`src/rtl/i2s_tx_pkg.sv`:
```
// rtl/i2s_tx_pkg.sv - pack-mode type and sample lane helpers for the I2S TX unpacker
package i2s_tx_pkg;

  typedef enum logic [1:0] {
    PACK_1x32 = 2'd0,
    PACK_2x16 = 2'd1,
    PACK_4x8  = 2'd2,
    PACK_RSVD = 2'd3
  } pack_mode_e;

  // Reserved mode behaves as one full-width sample per word.
  function automatic logic [2:0] samples_per_word(input pack_mode_e mode);
    case (mode)
      PACK_2x16: return 3'd2;
      PACK_4x8:  return 3'd4;
      default:   return 3'd1;
    endcase
  endfunction

  function automatic logic [31:0] extract_sample(input logic [31:0] word,
                                                 input pack_mode_e  mode,
                                                 input logic [1:0]  idx,
                                                 input logic        sext);
    logic [15:0] half_v;
    logic [7:0]  byte_v;
    logic [31:0] s;
    half_v = idx[0] ? word[31:16] : word[15:0];
    case (idx)
      2'd0:    byte_v = word[7:0];
      2'd1:    byte_v = word[15:8];
      2'd2:    byte_v = word[23:16];
      default: byte_v = word[31:24];
    endcase
    case (mode)
      PACK_2x16: s = {{16{sext & half_v[15]}}, half_v};
      PACK_4x8:  s = {{24{sext & byte_v[7]}}, byte_v};
      default:   s = word;
    endcase
    return s;
  endfunction

endpackage

```
`src/rtl/i2s_tx_sample_fifo.sv`:
```
// rtl/i2s_tx_sample_fifo.sv - first-word-fall-through sample FIFO with registered level and flush
module i2s_tx_sample_fifo
  #(parameter int DEPTH  = 8,
    parameter int DATA_W = 32)
  (
  input  logic                     clk_i,
  input  logic                     rst_i,
  input  logic                     flush_i,
  input  logic                     push_i,
  input  logic [DATA_W-1:0]        data_i,
  input  logic                     pop_i,
  output logic [DATA_W-1:0]        data_o,
  output logic                     valid_o,
  output logic                     full_o,
  output logic [$clog2(DEPTH):0]   level_o
  );

  localparam int AW = $clog2(DEPTH);
  localparam int CW = AW + 1;

  logic [DATA_W-1:0] mem_q [DEPTH];
  logic [AW-1:0]     wr_ptr_q, wr_ptr_d;
  logic [AW-1:0]     rd_ptr_q, rd_ptr_d;
  logic [CW-1:0]     count_q, count_d;
  logic              empty, push_ok, pop_ok;

  assign empty   = (count_q == '0);
  assign full_o  = (count_q == CW'(DEPTH));
  assign valid_o = ~empty;
  assign level_o = count_q;
  // Output is forced to zero while empty so the unwritten storage never shows.
  assign data_o  = empty ? '0 : mem_q[rd_ptr_q];

  // A pop never frees space for a push in the same cycle.
  assign push_ok = push_i & ~full_o & ~flush_i;
  assign pop_ok  = pop_i & ~empty & ~flush_i;

  always_comb begin
    wr_ptr_d = wr_ptr_q;
    rd_ptr_d = rd_ptr_q;
    count_d  = count_q;
    if (flush_i) begin
      wr_ptr_d = '0;
      rd_ptr_d = '0;
      count_d  = '0;
    end else begin
      if (push_ok) wr_ptr_d = wr_ptr_q + AW'(1);
      if (pop_ok)  rd_ptr_d = rd_ptr_q + AW'(1);
      count_d = count_q + CW'(push_ok) - CW'(pop_ok);
    end
  end

  always_ff @(posedge clk_i or posedge rst_i) begin
    if (rst_i) begin
      wr_ptr_q <= '0;
      rd_ptr_q <= '0;
      count_q  <= '0;
    end else begin
      wr_ptr_q <= wr_ptr_d;
      rd_ptr_q <= rd_ptr_d;
      count_q  <= count_d;
    end
  end

  always_ff @(posedge clk_i) begin
    if (push_ok) mem_q[wr_ptr_q] <= data_i;
  end

endmodule

```
`src/rtl/i2s_tx_sample_unpacker.sv`:
```
// rtl/i2s_tx_sample_unpacker.sv - splits uDMA TX words into samples for the I2S channel
// Optional underrun counter port underrun_cnt_o is enabled by I2S_TX_UNDERRUN_CNT_EN.
module i2s_tx_sample_unpacker
  import i2s_tx_pkg::*;
  #(parameter int DEPTH  = 8,
    parameter int DATA_W = 32)
  (
  input  logic                     sck_i,
  input  logic                     rst_i,
  input  logic [DATA_W-1:0]        in_data_i,
  input  logic                     in_valid_i,
  output logic                     in_ready_o,
  output logic [DATA_W-1:0]        fifo_data_o,
  output logic                     fifo_data_valid_o,
  input  logic                     fifo_data_ready_i,
  output logic                     fifo_err_o,
  output logic [$clog2(DEPTH):0]   fifo_level_o,
  input  logic                     cfg_en_i,
  input  logic [1:0]               cfg_pack_mode_i,
  input  logic                     cfg_sign_ext_i
`ifdef I2S_TX_UNDERRUN_CNT_EN
  ,
  output logic [15:0]              underrun_cnt_o
`endif
  );

  logic              hold_valid_q, hold_valid_d;
  logic [DATA_W-1:0] hold_word_q, hold_word_d;
  logic [1:0]        idx_q, idx_d;
  pack_mode_e        mode_q, mode_d;
  logic              primed_q, primed_d;

  logic              fifo_full, push, last_sample, accept, pop;
  logic [DATA_W-1:0] sample;

  assign last_sample = ({1'b0, idx_q} == (samples_per_word(mode_q) - 3'd1));
  assign push        = cfg_en_i & hold_valid_q & ~fifo_full;
  // Ready while the last lane drains lets back-to-back words stream without a bubble.
  assign in_ready_o  = cfg_en_i & ~rst_i & (~hold_valid_q | (push & last_sample));
  assign accept      = in_valid_i & in_ready_o;
  assign pop         = fifo_data_valid_o & fifo_data_ready_i;
  assign fifo_err_o  = cfg_en_i & primed_q & fifo_data_ready_i & ~fifo_data_valid_o;
  assign sample      = extract_sample(hold_word_q, mode_q, idx_q, cfg_sign_ext_i);

  always_comb begin
    hold_valid_d = hold_valid_q;
    hold_word_d  = hold_word_q;
    idx_d        = idx_q;
    mode_d       = mode_q;
    primed_d     = primed_q | pop;
    if (!cfg_en_i) begin
      hold_valid_d = 1'b0;
      idx_d        = '0;
      primed_d     = 1'b0;
    end else if (accept) begin
      hold_valid_d = 1'b1;
      hold_word_d  = in_data_i;
      idx_d        = '0;
      mode_d       = pack_mode_e'(cfg_pack_mode_i);
    end else if (push) begin
      if (last_sample) hold_valid_d = 1'b0;
      else             idx_d        = idx_q + 2'd1;
    end
  end

  always_ff @(posedge sck_i or posedge rst_i) begin
    if (rst_i) begin
      hold_valid_q <= 1'b0;
      hold_word_q  <= '0;
      idx_q        <= '0;
      mode_q       <= PACK_1x32;
      primed_q     <= 1'b0;
    end else begin
      hold_valid_q <= hold_valid_d;
      hold_word_q  <= hold_word_d;
      idx_q        <= idx_d;
      mode_q       <= mode_d;
      primed_q     <= primed_d;
    end
  end

  i2s_tx_sample_fifo #(.DEPTH(DEPTH), .DATA_W(DATA_W)) u_fifo (
    .clk_i   (sck_i),
    .rst_i   (rst_i),
    .flush_i (~cfg_en_i),
    .push_i  (push),
    .data_i  (sample),
    .pop_i   (fifo_data_ready_i),
    .data_o  (fifo_data_o),
    .valid_o (fifo_data_valid_o),
    .full_o  (fifo_full),
    .level_o (fifo_level_o)
  );

`ifdef I2S_TX_UNDERRUN_CNT_EN
  logic [15:0] underrun_cnt_q;

  always_ff @(posedge sck_i or posedge rst_i) begin
    if (rst_i) begin
      underrun_cnt_q <= '0;
    end else if (!cfg_en_i) begin
      underrun_cnt_q <= '0;
    end else if (fifo_err_o && (underrun_cnt_q != 16'hFFFF)) begin
      underrun_cnt_q <= underrun_cnt_q + 16'd1;
    end
  end

  assign underrun_cnt_o = underrun_cnt_q;
`endif

endmodule
```
`config.mk`:
```
export PLATFORM = sky130hd
export DESIGN_NAME = i2s_tx_sample_unpacker
export DESIGN_NICKNAME = d
export VERILOG_FILES = /design/src/rtl/i2s_tx_pkg.sv /design/src/rtl/i2s_tx_sample_fifo.sv /design/src/rtl/i2s_tx_sample_unpacker.sv
export SDC_FILE = /design/constraint.sdc
export NUM_CORES = 1
export LEC_CHECK = 0
export CELL_PAD_IN_SITES_DETAIL_PLACEMENT = 1
export CELL_PAD_IN_SITES_GLOBAL_PLACEMENT = 2
export CORE_ASPECT_RATIO = 1.1
export CORE_UTILIZATION = 33
export CTS_CLUSTER_SIZE = 40
export DETAILED_ROUTE_END_ITERATION = 7
export PLACE_DENSITY = 0.73
export SLEW_MARGIN = 15
export SYNTH_ARGS = -nofsm -noshare
export SYNTH_HDL_FRONTEND = slang
export SYNTH_SLANG_ARGS = --single-unit
export TNS_END_PERCENT = 20
```
`constraint.sdc`:
```
create_clock -name sck_i -period 5 [get_ports sck_i]
set_input_delay 1 -clock sck_i [delete_from_list [all_inputs] [get_ports sck_i]]
set_output_delay 1 -clock sck_i [all_outputs]
set_load 0.05 [all_outputs]
```
==> results of run 1 <==
## logic make-up after synthesis
| kind of cell | after synthesis | synth area share, % |
|---|---|---|
| compound gates | 98 | 6.85 |
| xor+xnor | 7 | 0.471 |
| fa+ha+maj | 15 | 1.50 |
| buf+inv | 66 | 2.30 |
| flops | 304 | 68.3 |
| mux | 98 | 13.7 |
| simple gates | 200 | 6.81 |
## worst max-delay path: stages, from the launching register on
cell	delay, ns
dfrtp_4	0.82
buf_12	0.29
mux4_2	0.53
mux2i_1	0.30
nor2_1	0.08
clkdlybuf4s50_1	0.72
## through the flow
step	power, mW	util [%]	instance area (um^2)
final	9.88	40.2	15500
after global routing	10.4	40.2	15500
after CTS	9.98	40.2	15500
after global placement	7.44	37.5	14400
after detailed placement	7.55	37.5	14400
after floorplan	6.33	-	13000
## how the worst max path moves through the flow
stage                       startpoint                 end  slack [ns]  depth (start not counted)
finish              u_fifo.rd_ptr_q[0]      fifo_data_o[0]        0.66                          5
global route        u_fifo.rd_ptr_q[0]     fifo_data_o[15]        0.45                          5
CTS                 u_fifo.rd_ptr_q[0]      fifo_data_o[9]        0.57                          5
detailed placement            cfg_en_i          fifo_err_o        1.15                          4
global placement              cfg_en_i          fifo_err_o        1.12                          4
floorplan            u_fifo.level_o[2]  u_fifo.mem_q[0][0]        0.01                          5
## power by group
| part | switching, mW | total [mW] | internal (mW) |
|---|---|---|---|
| Combinational | 2.29 | 3.51 | 1.22 |
| Clock | 0.957 | 2.41 | 1.45 |
| Sequential | 0.344 | 3.96 | 3.62 |
## synthesized netlist by cell type, drive strengths merged (4+ instances only)
cell     number
a21o         20
a21oi        10
a221o        13
and2         11
buf          23
clkbuf       27
dfrtp        48
edfxtp      256
ha           14
inv          16
mux2i        32
mux4         64
nand2        85
nand2b        4
nand3        44
nor2         40
nor2b         4
nor3          4
o211ai       33
o21ai         6
o221ai        4
o2bb2ai       4
xnor2         5
## routing by layer
| metal | GRT usage [%] | wire, um | vias to the layer above |
|---|---|---|---|
| met5 | 0 | 0 | - |
| met4 | 3.72 | 609 | 0 |
| met3 | 2.20 | 1510 | 42 |
| met2 | 26.3 | 14800 | 149 |
| met1 | 21.7 | 13700 | 3697 |
| li1 | - | - | 3246 |
## final cells by class
| cell class | instances | share of cell area [%] |
|---|---|---|
| timing repair buffer | 99 | 6.30 |
| sequential | 304 | 57.5 |
| tap | 500 | 4.04 |
| clock buffer | 40 | 5.23 |
| multi-input combinational | 418 | 25.0 |
| inverter | 16 | 0.388 |
| clock inverter | 17 | 1.62 |
## registers in the layout (all words and copies together) (netlist names)
| register | cells |
|---|---|
| primed_q | 1 |
| idx_q | 2 |
| u_fifo.wr_ptr_q | 3 |
| hold_word_q | 32 |
| mode_q | 2 |
| hold_valid_q | 1 |
| u_fifo.rd_ptr_q | 3 |
| u_fifo.mem_q | 256 |
| u_fifo.level_o | 4 |
==> summary.md, run 1 <==
| Metric | Value |
|---|---|
| Status | `finished clean` |
| Final setup vio count | `0` |
| Avg Cell Area, Syn | `16.5 um^2` |
| HP Class | `flip-flop to flip-flop` |
| CTS Buf Count | `31` |
| Register Area | `between 0.008 and 0.009 mm^2` |
| Die H | `about 210 um` |
| Top cells by area, synth | `edfxtp_1, mux4_2, dfrtp_1, o211ai_2, mux2i_1` |
| Vias per inst | `5.12` |
| Clk_skew | `around 0.017 ns` |
| Vias | `roughly 7100` |
| IO Pins | `79` |
| Worst min-delay path startpoint | `primed_q` |
| Total GRT Usage | `between 10% and 20%` |
| Async S/R FF share, synth | `around 16%` |
| GPL Wtd Cong | `approximately 0.75` |
| Commonest non-fill, non-tap cell in the layout | `edfxtp_1` |
| Max Cap Viol | `0` |
| Worst Hold Endpoint | `primed_q` |
| # Post-CTS Setup Buffers | `0` |
| Multi-input gate area | `~0.0039 mm^2` |
| Min cycle time layout | `between 4 and 5 ns` |
| Clock sink count | `304` |
| Fmax | `230 MHz` |
| Pwr per Cell Area | `638 mW/mm^2` |
| Hold Path Stages | `2` |
| Placed cell count | `between 1000 and 1500` |
| RSZ-0062 raised after global routing | `no` |
| DP Wirelength | `19.1 mm` |
| Synth unique cells | `41` |
| First-pass detailed-route iteration total | `4` |
| Mapped cell area | `between 0.01 and 0.015 mm^2` |
| Syn Nets | `about 840` |
| Worst r2r src | `u_fifo.level_o[1]` |
| WL final | `between 30 and 40 mm` |
| Syn. warnings | `0` |
| Most frequent cells in the layout | `edfxtp_1, nand2_1, clkdlybuf4s50_1, mux4_2, dfrtp_1` |
| Core area | `just under 0.04 mm^2` |
| Sequential area share after synthesis | `68.3%` |
| Vias in the first global route | `just under 8000` |
| Relative slew slack | `a little over a third` |
| Worst Tran Pin Value | `between 0.9 and 1 ns` |
| Final WS setup | `around 0.66 ns` |
| Final hold vios | `0` |
| Inserted Diodes | `0` |
| Arrival @ worst endpoint | `3.34 ns` |
| Rows | `75` |
| FF-to-FF setup slack | `2.06 ns` |
| Initial Utilization | `33.8%` |
| WL/cell | `~22 um` |
| CP required | `about 4.0 ns` |
| I/O Buffers | `78` |
| Layout Cells excl Fill | `1394` |
| CTS tree | `done` |
| Critical R2R Capture | `u_fifo.level_o[2]` |
| Remaining DRCs | `0` |
| Layout Nets | `just over 900` |
| Chip width | `around 190 um` |
| Cells after Synth | `about 790` |
| Antenna-violating nets left | `0` |
| Hold WS | `between 0.5 and 0.6 ns` |
| Final slew viol count | `0` |
| CP Max Fanout | `29` |
| Resize count post-CTS | `0` |
| Area grow syn2layout | `19.0%` |
| First-iteration detailed-routing DRC count | `448` |
| Worst vdd ir | `approximately 0.32 mV` |
| Synth top area share | `approximately three fifths` |
| Reg clk slew, reported paths | `0.06 ns` |
| Reg2Reg Depth | `11` |
| FILL cells | `roughly 3800` |
| Htree depth | `1` |
| Global route overflow | `0` |
| Fraction of layout cells with a size suffix above 1 | `roughly 20%` |
| Tcrit/Tclk final | `between 80% and 90%` |
| Critical path endpoint category | `output port` |
| Worst-skew pair later-pin latency | `0.57 ns` |
| Global-route wire length before repair | `about 48 mm` |
| Clock Tree Buf Depth | `3` |
| Static Leakage | `just over 5 nW` |
| Hold-fix buffers, CTS | `0` |
| Pre-CTS WS | `around 1.2 ns` |
| Setup TNS | `0 ns` |
| Ys flop type | `edfxtp_1` |
| Largest net degree at the start of global routing | `50` |
| FF+latch count, synth | `304` |
| Yosys top cell by area | `edfxtp_1` |
| Die area | `0.0402 mm^2` |
| Critical Path Source Type | `flip-flop` |
| CP Class | `flip-flop to output port` |
| Initial antenna violation count | `1` |
| Post-synth EDFFs | `256` |
| Root Buffer | `clkbuf_16` |
No activity file was read; power rests on OpenSTA's default activity.
==> inputs of run 2 (changes only) <==
CORE_UTILIZATION = 44   (was 33)
PLACE_DENSITY = 0.9   (was 0.73)
==> run 2 against run 1 <==
Against the previous run:
- the run now ends with DRC left
- count of clock-buffer cells in the layout is 7 lower
- non-clock buffer count is 2 lower
- sequential share of layout area is 1.0 points higher
- global-route usage is 4.3 points higher
- die area is 25% lower
- critical path type unchanged
- largest cell class unchanged
- highest routed layer unchanged
==> summary.md, run 2 (synthesis gave the netlist of run 1 again) <==
| Metric | Value |
|---|---|
| First-iteration detailed-routing DRC count | `564 (+26%)` |
| WL/cell | `23.5 um (+7.1%)` |
| Tcrit/Tclk final | `86.7% (about the same)` |
| Placed standard-cell area | `0.0142 mm^2 (-1.3%)` |
| HP Class | `flip-flop to flip-flop` |
| CP Max Fanout | `27 (-6.9%)` |
| Violated checks | `DRC` |
| CTS tree | `done` |
| CP most frequent cell | `buf_12` |
| Chip width | `166 um (-13%)` |
| Fraction of layout cells with a size suffix above 1 | `19.9% (+0.022 points)` |
| Htree depth | `1 (unchanged)` |
| Vias per inst | `5.76 (+12%)` |
| CP Class | `flip-flop to output port` |
| Critical path endpoint category | `output port` |
| Worst-skew pair later-pin latency | `0.56 ns (about the same)` |
| Commonest non-fill, non-tap cell in the layout | `edfxtp_1` |
| Final slew viol count | `0 (unchanged)` |
| Layout Nets | `922 (-0.32%)` |
| RSZ-0062 raised after global routing | `no` |
| IO Pins | `79 (unchanged)` |
| Global route overflow | `0 (unchanged)` |
| Initial antenna violation count | `0 (-1)` |
| Die area | `0.0302 mm^2 (-25%)` |
| Hold-fix buffers, CTS | `0 (unchanged)` |
| Top delay family on crit path | `buffers and inverters` |
| CP peak stage delay | `0.77 ns (-0.05 ns)` |
| Vias in the first global route | `7760 (-1.7%)` |
| Fin area | `0.0152 mm^2 (-1.7%)` |
| Worst Tran Pin Value | `1.11 ns (+0.150 ns)` |
| Antenna-violating nets left | `0 (unchanged)` |
| Clk_skew | `0.0148 ns (-0.00251 ns)` |
| # Post-CTS Setup Buffers | `0 (unchanged)` |
| Reg clk slew, reported paths | `0.06 ns (about the same)` |
| Multi-input gate area | `0.00386 mm^2 (-0.16%)` |
| Max FFs per register | `256 (unchanged)` |
| WL final | `29.6 mm (-3.5%)` |
| Relative slew slack | `26.1% (-9.5 points)` |
| Final WS setup | `0.663 ns (+0.00424 ns)` |
| Total power | `9.68 mW (-2.0%)` |
| Pre-CTS WS | `1.18 ns (+0.0291 ns)` |
| CP Buf/Inv Count | `3 (+1)` |
| Largest net degree at the start of global routing | `50 (unchanged)` |
| Final setup vio count | `0 (unchanged)` |
| Min cycle time layout | `4.34 ns (-0.00425 ns)` |
| Global-route wire length before repair | `45.8 mm (-4.6%)` |
| CP required | `4.00 ns (about the same)` |
| Remaining DRCs | `12 (+12)` |
| Worst vdd ir | `0.331 mV (+3.5%)` |
| Clock sink count | `304 (unchanged)` |
| Resize count post-CTS | `0 (unchanged)` |
| I/O Buffers | `78 (unchanged)` |
| Crit-path slowest cell | `dfrtp_4` |
| Total GRT Usage | `20.0% (+4.3 points)` |
| Clock Tree Buf Depth | `3 (unchanged)` |
| Arrival @ worst endpoint | `3.34 ns (about the same)` |
| Final hold vios | `0 (unchanged)` |
| Setup TNS | `0 ns (unchanged)` |
| Static Leakage | `5.13 nW (-0.90%)` |
| Register Area | `0.00889 mm^2 (unchanged)` |
| Initial Utilization | `45.0% (+11 points)` |
| Most frequent cells in the layout | `edfxtp_1, nand2_1, clkdlybuf4s50_1, mux4_2, dfrtp_1` |
| Largest register by flop count | `u_fifo.mem_q` |
| Rows | `65 (-13%)` |
| Fmax | `231 MHz (about the same)` |
| Vias | `7229 (+1.3%)` |
| Die H | `182 um (-13%)` |
| Critical Path Source Type | `flip-flop` |
| CP Cell Sequence | `buf_12 -> buf_12 -> mux4_2 -> mux2i_1 -> nor2_1 -> clkdlybuf4s50_1` |
| Max Cap Viol | `0 (unchanged)` |
| DP Wirelength | `18.2 mm (-4.7%)` |
| Root Buffer | `clkbuf_16` |
| GPL Wtd Cong | `0.774 (+3.4%)` |
| Core area | `0.0289 mm^2 (-25%)` |
| FILL cells | `2668 (-31%)` |
| Pwr per Cell Area | `636 mW/mm^2 (-0.30%)` |
| Inserted Diodes | `0 (unchanged)` |
| Status | `finished with violations` |
| Area grow syn2layout | `17.0%` |
| First-pass detailed-route iteration total | `7 (+3)` |
| CTS Buf Count | `30 (-3.2%)` |
==> run 2: cell types whose count changed in the layout (fill, tap and decap cells not counted), sizes merged <==
cell      before  now
clkinv         7   12
buf           21   19
clkinvlp       2    4
clkbuf        40   33
inv           18   16
bufinv         6    4
==> run 2: worst paths after layout <==
path                                    startpoint                 end  slack, ns  cells after the start
worst min-delay path                      primed_q            primed_q       0.53                      2
min in group asynchronous                    rst_i   u_fifo.level_o[3]       0.98                      3
worst min register to register            primed_q            primed_q       0.53                      2
max in group asynchronous                    rst_i  u_fifo.rd_ptr_q[0]       3.53                      3
worst max-delay path            u_fifo.rd_ptr_q[0]     fifo_data_o[10]       0.66                      6
worst max register to register   u_fifo.level_o[2]   u_fifo.level_o[2]       2.13                     12
==> run 2: through the flow <==
step | util, % | hold slack [ns] | cells
global placement | 49.3 | 0.499 | 1203
global route | 52.7 | 0.582 | 1256
finish | 52.7 | 0.531 | 1256
floorplan | - | 0.485 | 788
detailed placement | 49.3 | 0.522 | 1203
CTS | 52.7 | 0.539 | 1256
==> run 2: final cells by class <==
class,count,share of cell area [%]
sequential,304,58.5
multi-input combinational,418,25.3
clock inverter,20,1.45
tap,368,3.03
timing repair buffer,97,6.32
clock buffer,33,5.01
inverter,16,0.395
==> run 2: tightest hold or removal path, cell delays in order, from the launching register on <==
cell     delay [ns]
dfrtp_1        0.34
a21oi_1        0.05
nor2b_1        0.10
==> run 2: metal layers <==
metal	vias up	part of all wire [%]	wire length, um	global-route usage [%]
met5	-	0	0	0
met2	212	50	14700	34.8
met4	0	2.6	775	6.88
met1	3731	43	12700	26.0
met3	54	4.7	1380	2.84
li1	3232	-	-	-
==> run 2: where the power goes <==
| group | switching (mW) | internal (mW) | total [mW] |
|---|---|---|---|
| clock | 0.933 | 1.30 | 2.24 |
| combinational | 2.27 | 1.23 | 3.49 |
| sequential | 0.336 | 3.62 | 3.95 |
==> inputs of run 3 (changes only) <==
CORE_MARGIN = 4   (was default)
==> run 3 against run 2 <==
Against the previous run:
- the flow now finishes without violations
- highest routed layer unchanged
- sequential power about the same
- via count increased by 0.17%
- largest power group unchanged
- total power increased by 0.32%
- register-to-register slack got worse by 0.26 ns
==> summary.md, run 3 (synthesis gave the netlist of run 1 again) <==
| Metric | Value |
|---|---|
| Worst Hold Endpoint | `hold_word_q[0]` |
| Vias in the first global route | `7923 (+2.1%)` |
| Setup TNS | `0 ns (unchanged)` |
| CP Class | `flip-flop to output port` |
| Die area | `0.0324 mm^2 (+7.0%)` |
| Layout Cells excl Fill | `1257 (+0.080%)` |
| WL final | `29.9 mm (+1.1%)` |
| Inserted Diodes | `0 (unchanged)` |
| Worst min-delay path startpoint | `hold_word_q[0]` |
| Max Cap Viol | `0 (unchanged)` |
| Clock share of power | `23.2% (about the same)` |
| Internal power | `6.16 mW (+0.17%)` |
| Worst-skew pair later-pin latency | `0.54 ns (-0.02 ns)` |
| Status | `finished clean` |
| Largest net degree at the start of global routing | `50 (unchanged)` |
| Total GRT Usage | `18.9% (-1.1 points)` |
| FILL cells | `2778 (+4.1%)` |
| Worst vdd ir | `0.241 mV (-27%)` |
| Global route overflow | `0 (unchanged)` |
| Vias | `7241 (+0.17%)` |
| Worst r2r src | `u_fifo.level_o[2]` |
| Max FFs per register | `256 (unchanged)` |
| Largest register by flop count | `u_fifo.mem_q` |
| Psw | `3.55 mW (+0.58%)` |
| Worst Tran Pin Value | `1.06 ns (-0.0438 ns)` |
| Arrival @ worst endpoint | `3.42 ns (+0.08 ns)` |
| Layout Nets | `921 (-0.11%)` |
| CP Max Fanout | `28 (+3.7%)` |
| Clock sink count | `304 (unchanged)` |
| HP Class | `flip-flop to flip-flop` |
| Switching share of power | `36.6% (+0.093 points)` |
| Initial antenna violation count | `0 (unchanged)` |
| GPL Wtd Cong | `0.865 (+12%)` |
| I/O Buffers | `78 (unchanged)` |
| Critical R2R Capture | `u_fifo.level_o[2]` |
| Commonest non-fill, non-tap cell in the layout | `edfxtp_1` |
| Relative slew slack | `29.0% (+2.9 points)` |
| Chip width | `172 um (+3.6%)` |
| RSZ-0062 raised after global routing | `no` |
| Total power | `9.71 mW (+0.32%)` |
| Pwr per Cell Area | `638 mW/mm^2 (+0.34%)` |
| Pre-CTS WS | `1.11 ns (-0.0725 ns)` |
| Placed standard-cell area | `0.0142 mm^2 (-0.12%)` |
| Fin area | `0.0152 mm^2 (about the same)` |
| Rows | `65 (unchanged)` |
| Resize count post-CTS | `0 (unchanged)` |
| Core area | `0.0290 mm^2 (+0.28%)` |
| Critical path endpoint category | `output port` |
| CP required | `4.00 ns (about the same)` |
| # Post-CTS Setup Buffers | `0 (unchanged)` |
| Final hold vios | `0 (unchanged)` |
| Clk_skew | `0.0146 ns (-0.000218 ns)` |
| Reg clk slew, reported paths | `0.06 ns (about the same)` |
| Fraction of layout cells with a size suffix above 1 | `19.8% (-0.13 points)` |
| Die H | `188 um (+3.3%)` |
| Htree depth | `1 (unchanged)` |
| Flop pwr share | `40.8% (about the same)` |
| Placed cell count | `1202 (-0.083%)` |
| Min cycle time layout | `4.42 ns (+0.0811 ns)` |
| Hold Path Stages | `2 (unchanged)` |
| IO Pins | `79 (unchanged)` |
| WL/cell | `23.8 um (+1.0%)` |
| First-pass detailed-route iteration total | `5 (-2)` |
| CTS Buf Count | `30 (unchanged)` |
| Critical path origin | `mode_q[0]` |
| Global-route wire length before repair | `47.3 mm (+3.4%)` |
| Final WS setup | `0.582 ns (-0.0811 ns)` |
| Final setup vio count | `0 (unchanged)` |
| DP Wirelength | `19.4 mm (+6.7%)` |
| Antenna-violating nets left | `0 (unchanged)` |
| Critical Path Source Type | `flip-flop` |
| Static Leakage | `5.14 nW (+0.28%)` |
| Remaining DRCs | `0 (-12)` |
| Area grow syn2layout | `17.0% (about the same)` |
| Vias per inst | `5.76 (about the same)` |
| Root Buffer | `clkbuf_16` |
| Reg2Reg Depth | `11 (-1)` |
| Final slew viol count | `0 (unchanged)` |
| Initial Utilization | `44.9% (-0.13 points)` |
| FF-to-FF setup slack | `1.87 ns (-0.26 ns)` |
| Clock Tree Buf Depth | `3 (unchanged)` |
| Tcrit/Tclk final | `88.4% (+1.6 points)` |
| CTS tree | `done` |
| Hold-fix buffers, CTS | `0 (unchanged)` |
| First-iteration detailed-routing DRC count | `542 (-3.9%)` |
| Power share of the combinational group | `36.0% (about the same)` |
| Fmax | `226 MHz (-1.8%)` |
| Most frequent cells in the layout | `edfxtp_1, nand2_1, clkdlybuf4s50_1, mux4_2, dfrtp_1` |
-- run 3: metrics by stage --
| step | hold slack [ns] | utilization [%] |
|---|---|---|
| 6_report | 0.559 | 52.5 |
| 5_1_grt | 0.594 | 52.5 |
| 4_1_cts | 0.560 | 52.5 |
| 3_5_place_dp | 0.547 | 49.1 |
| 3_3_place_gp | 0.503 | 49.1 |
| 2_1_floorplan | 0.485 | - |
-- run 3: power groups by stage --
stage,combinational (mW),sequential (mW),clock [mW]
floorplan,2.50,3.83,0
global placement,3.35,3.99,0
detailed placement,3.51,4.02,0
CTS,3.53,3.97,2.29
global route,3.79,4.00,2.42
finish,3.50,3.96,2.25
-- run 3: worst max path at each step --
| stage | depth (start not counted) | end |
|---|---|---|
| after floorplan | 5 | u_fifo.mem_q[0][0] |
| after global placement | 5 | fifo_data_o[21] |
| after detailed placement | 5 | fifo_data_o[21] |
| after CTS | 5 | fifo_data_o[21] |
| after global routing | 7 | in_ready_o |
| final | 7 | in_ready_o |
-- run 3: per-layer routing --
layer | part of all wire (%) | up-vias | GRT usage [%]
li1 | - | 3227 | -
met1 | 41 | 3767 | 25.4
met2 | 51 | 189 | 32.1
met3 | 4.3 | 58 | 2.50
met4 | 3.3 | 0 | 5.99
met5 | 0 | - | 0
-- run 3: area by class of cell --
| class | count | area, um^2 | share of cell area (%) |
|---|---|---|---|
| Multi-Input combinational cell | 418 | 3870 | 25.5 |
| Inverter | 16 | 60.1 | 0.395 |
| Timing Repair Buffer | 96 | 928 | 6.10 |
| Clock buffer | 34 | 787 | 5.17 |
| Clock inverter | 21 | 209 | 1.37 |
| Tap cell | 368 | 460 | 3.03 |
| Sequential cell | 304 | 8890 | 58.5 |
-- run 3: critical path, stage by stage (launching register included) --
cell and delay (ns):
dfrtp_1 0.37, inv_1 0.07, ha_1 0.87, xnor2_1 0.18, a221o_1 0.32, nand2_1 0.09
and3_1 0.17, clkdlybuf4s50_1 0.80
